==> config.mk <==
export PLATFORM = sky130hd
export DESIGN_NAME = mul_share_sched
export DESIGN_NICKNAME = d
export VERILOG_FILES = /design/src/rtl/mul_share_sched.sv
export SDC_FILE = /design/constraint.sdc
export NUM_CORES = 1
export LEC_CHECK = 0
export BUFFER_PORTS_ARGS = -buffer_cell sky130_fd_sc_hd__buf_2
export CAP_MARGIN = 40
export CORE_AREA = 2 2 105 107
export CTS_CLUSTER_DIAMETER = 30
export DETAILED_ROUTE_END_ITERATION = 12
export DIE_AREA = 0 0 107 109
export GPL_TIMING_DRIVEN = 0
export HOLD_SLACK_MARGIN = 0.1
export PLACE_DENSITY_LB_ADDON = 0.2
export SLEW_MARGIN = 10
export SYNTH_ARGS = -nofsm -noshare
export SYNTH_HDL_FRONTEND = slang
export SYNTH_SLANG_ARGS = --single-unit
==> constraint.sdc <==
create_clock -name clk -period 4.5 [get_ports clk]
set_clock_uncertainty 0.15 [all_clocks]
set_input_delay 0.45 -clock clk [delete_from_list [all_inputs] [get_ports clk]]
set_output_delay 0.45 -clock clk [all_outputs]
set_load 0.03 [all_outputs]
==> src/rtl/mul_share_sched.sv <==
// mul_share_sched: round-robin sharing of one pipelined 8x8 multiplier between
// N_REQ requesters, with tagged result return and a drain/halt sequencer.
module mul_share_sched #(
  parameter int unsigned N_REQ   = 4,
  parameter int unsigned MUL_LAT = 2,
  parameter int unsigned CNT_W   = 16
) (
  input  logic                 clk,
  input  logic                 rst,
  input  logic [N_REQ-1:0]     req_valid_i,
  input  logic [8*N_REQ-1:0]   req_a_i,
  input  logic [8*N_REQ-1:0]   req_b_i,
  output logic [N_REQ-1:0]     req_ready_o,
  output logic [7:0]           mul_a_o,
  output logic [7:0]           mul_b_o,
  input  logic [15:0]          mul_product_i,
  output logic [N_REQ-1:0]     rsp_valid_o,
  output logic [16*N_REQ-1:0]  rsp_product_o,
  input  logic [N_REQ-1:0]     rsp_ack_i,
  input  logic                 drain_i,
  output logic                 idle_o,
  output logic [CNT_W-1:0]     issue_cnt_o
);

  localparam int unsigned ID_W = (N_REQ > 1) ? $clog2(N_REQ) : 1;
  localparam logic [ID_W-1:0] LAST_ID = ID_W'(N_REQ - 1);

  typedef enum logic [1:0] {
    ST_RUN   = 2'd0,
    ST_DRAIN = 2'd1,
    ST_HALT  = 2'd2
  } state_e;

  state_e                   state_q;
  logic                     idle_q;
  logic [ID_W-1:0]          rr_q;
  logic [ID_W-1:0]          rr_d;
  logic [7:0]               mul_a_q;
  logic [7:0]               mul_b_q;
  logic [CNT_W-1:0]         issue_cnt_q;
  logic [MUL_LAT-1:0]       tag_vld_q;
  logic [ID_W-1:0]          tag_id_q [MUL_LAT];
  logic [N_REQ-1:0]         rsp_valid_q;
  logic [N_REQ-1:0][15:0]   rsp_product_q;

  logic [N_REQ-1:0][7:0]    req_a_v;
  logic [N_REQ-1:0][7:0]    req_b_v;
  logic [N_REQ-1:0]         busy;
  logic [N_REQ-1:0]         elig;
  logic [N_REQ-1:0]         gnt;
  logic [ID_W-1:0]          gnt_id;
  logic [ID_W-1:0]          arb_id;
  logic                     gnt_found;
  logic                     hs;
  logic                     run_ok;
  logic                     pipe_empty;

  assign req_a_v = req_a_i;
  assign req_b_v = req_b_i;

  // Grants only in RUN with drain low; reset also forces the grant low.
  assign run_ok     = (state_q == ST_RUN) & ~drain_i & ~rst;
  assign elig       = req_valid_i & ~busy & {N_REQ{run_ok}};
  assign hs         = gnt_found;
  assign pipe_empty = ~|tag_vld_q;

  // A requester is busy while its tag is in flight or its result is unacked.
  always_comb begin
    busy = rsp_valid_q;
    for (int unsigned s = 0; s < MUL_LAT; s++) begin
      if (tag_vld_q[s]) busy[tag_id_q[s]] = 1'b1;
    end
  end

  // Round-robin search upward from the pointer, first eligible wins.
  always_comb begin
    gnt       = '0;
    gnt_id    = '0;
    gnt_found = 1'b0;
    arb_id    = '0;
    for (int unsigned k = 0; k < N_REQ; k++) begin
      arb_id = ID_W'((32'(rr_q) + k) % N_REQ);
      if (!gnt_found && elig[arb_id]) begin
        gnt_found   = 1'b1;
        gnt[arb_id] = 1'b1;
        gnt_id      = arb_id;
      end
    end
  end

  // Pointer advances past the winner only on a handshake.
  always_comb begin
    rr_d = rr_q;
    if (hs) rr_d = (gnt_id == LAST_ID) ? '0 : gnt_id + ID_W'(1);
  end

  // Operand registers, pointer and issue counter.
  always_ff @(posedge clk or posedge rst) begin
    if (rst) begin
      rr_q        <= '0;
      mul_a_q     <= '0;
      mul_b_q     <= '0;
      issue_cnt_q <= '0;
    end else begin
      rr_q <= rr_d;
      if (hs) begin
        mul_a_q     <= req_a_v[gnt_id];
        mul_b_q     <= req_b_v[gnt_id];
        issue_cnt_q <= issue_cnt_q + CNT_W'(1);
      end
    end
  end

  // Tag pipe tracks which requester owns each multiplier stage.
  always_ff @(posedge clk or posedge rst) begin
    if (rst) begin
      tag_vld_q <= '0;
      for (int unsigned s = 0; s < MUL_LAT; s++) tag_id_q[s] <= '0;
    end else begin
      tag_vld_q[0] <= hs;
      tag_id_q[0]  <= gnt_id;
      for (int unsigned s = 1; s < MUL_LAT; s++) begin
        tag_vld_q[s] <= tag_vld_q[s-1];
        tag_id_q[s]  <= tag_id_q[s-1];
      end
    end
  end

  // Capture products for the tagged owner; hold until acknowledged.
  always_ff @(posedge clk or posedge rst) begin
    if (rst) begin
      rsp_valid_q   <= '0;
      rsp_product_q <= '0;
    end else begin
      for (int unsigned i = 0; i < N_REQ; i++) begin
        if (rsp_ack_i[i] && rsp_valid_q[i]) rsp_valid_q[i] <= 1'b0;
      end
      if (tag_vld_q[MUL_LAT-1]) begin
        rsp_valid_q[tag_id_q[MUL_LAT-1]]   <= 1'b1;
        rsp_product_q[tag_id_q[MUL_LAT-1]] <= mul_product_i;
      end
    end
  end

  // Drain sequencer: stop granting, wait for an empty pipe, park in HALT.
  always_ff @(posedge clk or posedge rst) begin
    if (rst) begin
      state_q <= ST_RUN;
      idle_q  <= 1'b0;
    end else begin
      case (state_q)
        ST_RUN: begin
          if (drain_i) state_q <= ST_DRAIN;
        end
        ST_DRAIN: begin
          if (pipe_empty) begin
            state_q <= ST_HALT;
            idle_q  <= 1'b1;
          end
        end
        ST_HALT: begin
          if (!drain_i) begin
            state_q <= ST_RUN;
            idle_q  <= 1'b0;
          end
        end
        default: begin
          state_q <= ST_RUN;
          idle_q  <= 1'b0;
        end
      endcase
    end
  end

  assign req_ready_o   = gnt;
  assign mul_a_o       = mul_a_q;
  assign mul_b_o       = mul_b_q;
  assign rsp_valid_o   = rsp_valid_q;
  assign rsp_product_o = rsp_product_q;
  assign idle_o        = idle_q;
  assign issue_cnt_o   = issue_cnt_q;

endmodule

==> results.toml <==
[power]
powerDensity_mw_per_mm2 = 685
leakagePower_uw = 0.00328
p_sw_uw = 1970
ir_drop_v = 0.000349
combPwrFrac_pct = 49.6
switching_share_pct = 44.6
pwr-share-clk_pct = 14.0
power.share.sequential_pct = 36.4
power.total_uw = 4420
intPower_uw = 2450

[cts]
postCtsSetupRepairBufs = 0
root_buffer = "clkbuf_8"
clockBufferDepth = 2
clkLatencyLatePin_ps = 370
clkTransAtPathRegs_ps = 100
cts_max_level = 3
cts_tree = "built"
cts_made_buffers = 9
cts.sinks = 111

[placement]
dpl.hpwl_mm = 9.11
portBuffers = 195
dp.cells = 725
gp_congestion = 0.823
dp_slack_ps = 988

[floorplanning]
dieWidth_um = 107
core_area_mm2 = 0.0106
initial_core_util_pct = 47.5
die_h_um = 109
ioPinCount = 196
rows = 38
die_area_mm2 = 0.0117

[synth]
ys_seq_elements = 111
syn_nets = 485
synth_edf_count = 0
netlist_area_mm2 = 0.00504
postSynthAreaPerCell_um2 = 13.0
synth_flop_cell = "dfrtp_1"
yosys_warnings = 0
async_reset_ff_share_pct = 100
syn_inst = 389
ys_seq_area_share_pct = 55.1
synth.distinct_cells = 53

[sta]
setup_viol = 0
final-hold-violation-count = 0
drv_slew = 0
setup_slack_ps = 856
clock.fmax_mhz = 274
rsz0062_at_grt = "no"
max_slew_margin_pct = 39.3
setup_tns_ps = 0
post-route-period-util_pct = 81.0
worst_pin_slew_ps = 899
finalCriticalPeriod_ps = 3640

[setup_path]
cp.depth = 8
arrival_ps = 3040
path_class = "reg -> out"
cp_max_fo = 9
start_kind = "flip-flop"
slowest_stage = "a2111oi_4"
slowest_delay_ps = 520
reg2reg_from = "rr_q[0]$_DFFE_PP0P_"
path_cells = "nand3b_2 > o2111ai_2 > mux2i_4 > or3_4 > a2111oi_4 > a22oi_1 > nand2_1 > buf_2"
crit_start = "tag_id_q[1]$_DFF_PP0_"
r2r_cells = 10
path_delay_family = "compound AO/OA/AOI/OAI gates"
crit_path_end_kind = "primary output"
cp_num_buf_inv = 1
worst-endpoint-required_ps = 3900

[final_layout]
multiInputGateArea_mm2 = 0.00213
ff_latch_area_mm2 = 0.00278
final_cell_mix = "196 x buf_2, 111 x dfrtp_1, 70 x mux2_2"
drive_gt1_share_pct = 50.4
antennaDiodeCount = 0
fin_cells = 743
n_fill_cell = 896
syn2layout_area_growth_pct = 28.1
fin_nets = 695
final_common_cell = "buf_2"

[hold_path]
min-delay-start = "rsp_ack_i[3]"
hold-path-cell-count = 2
worstHoldPathType = "in -> reg"

[route]
drtPass1Iterations = 4
wirelength_mm = 12.0
route.detailed.drc = 0
drtIter0Drc = 137
vias = 3869
routed_wire_length_per_instance_um = 16.2
avgViaCountPerCell = 5.21
postRouteAntennaNets = 0

[outcome]
outcome = "finished, final reports clean"

[grt]
grt_pass1_wl_mm = 18.7
grt_usage_pct = 20.6
antenna_found_initial = 0
overflow = 0
grt_max_degree = 61
grt_pass1_vias = 3846

[flow_run]
max_cap_viol_count = 0
## layer usage
metal	up-vias	global-route usage [%]	part of all wire (%)
li1	1818	-	-
met1	1904	26.6	43
met4	0	6.12	1.5
met3	17	4.54	5.3
met5	-	0	0
met2	130	34.9	50
## area by class of cell
class	instances	area share, %
clock buffer	9	1.92
inverter	15	0.950
timing repair buffer	199	16.0
clock inverter	6	1.20
buffer	13	1.12
sequential	111	43.0
tap	140	2.71
multi-input combinational	250	33.0
## metrics by stage
| step | hold WS (ps) | util (%) | instance area (µm²) |
|---|---|---|---|
| after floorplan | 256 | - | 5040 |
| after global placement | 277 | 58.4 | 6190 |
| after detailed placement | 288 | 58.7 | 6220 |
| after CTS | 109 | 60.9 | 6450 |
| after global routing | 125 | 60.9 | 6450 |
| final | 123 | 60.9 | 6450 |
## flip-flops by register name, summed over array words and instances, names as in the netlist, 2 cells and up
| name | cells |
|---|---|
| mul_a_o | 8 |
| mul_b_o | 8 |
| rsp_valid_o | 4 |
| state_q | 2 |
| issue_cnt_o | 16 |
| rr_q | 2 |
| rsp_product_o | 64 |
| tag_id_q | 4 |
| tag_vld_q | 2 |
## power by group through the flow
| stage | Combinational [µW] | Clock (µW) | Sequential [µW] |
|---|---|---|---|
| 2_1_floorplan | 846 | 0 | 2340 |
| 3_3_place_gp | 2160 | 0 | 1610 |
| 3_5_place_dp | 2210 | 0 | 1630 |
| 4_1_cts | 2210 | 638 | 1610 |
| 5_1_grt | 2330 | 677 | 1660 |
| 6_report | 2190 | 618 | 1610 |
## cell usage after synthesis (all sizes together), types with 3 or more instances
master / count / area share (%)
mux2i: 24 / 5.3
nand2: 36 / 2.7
o21ai: 6 / 0.60
clkbuf: 6 / 0.45
nand4: 7 / 0.87
nor2: 13 / 0.97
a21o: 3 / 0.45
xnor2: 10 / 1.7
ha: 5 / 1.2
xor2: 6 / 1.0
nand3b: 3 / 0.77
inv: 14 / 1.0
dfrtp: 111 / 55
o22ai: 6 / 0.75
o221ai: 9 / 1.6
a22oi: 9 / 1.3
mux2: 71 / 16
buf: 7 / 0.99
nand3: 9 / 0.99
a31oi: 5 / 0.62
## final timing paths
kind,to,slack (ps)
worst max-delay path,req_ready_o[3],860
worst min-delay path,rsp_valid_o[3]$_DFF_PP0_,120
worst max register to register,mul_b_o[1]$_DFFE_PP0P_,980
worst min register to register,issue_cnt_o[15]$_DFFE_PP0P_,320
max in group asynchronous,mul_b_o[3]$_DFFE_PP0P_,3000
min in group asynchronous,rsp_product_o[44]$_DFFE_PP0P_,560
## kinds of logic after synthesis
group | share of synthesized area [%]
AO/OA/AOI/OAI | 8.32
XOR/XNOR | 2.78
adder cells (fa/ha/maj) | 1.24
buffers and inverters | 2.56
flip-flops | 55.1
multiplexers | 21.2
AND/OR/NAND/NOR | 8.77
## what timing repair did
action,CTS,global route
endpoints found under the hold margin,61,0
hold buffers,3,0
resized for setup,0,0
Note: power is estimated with default switching activity, not from simulation.
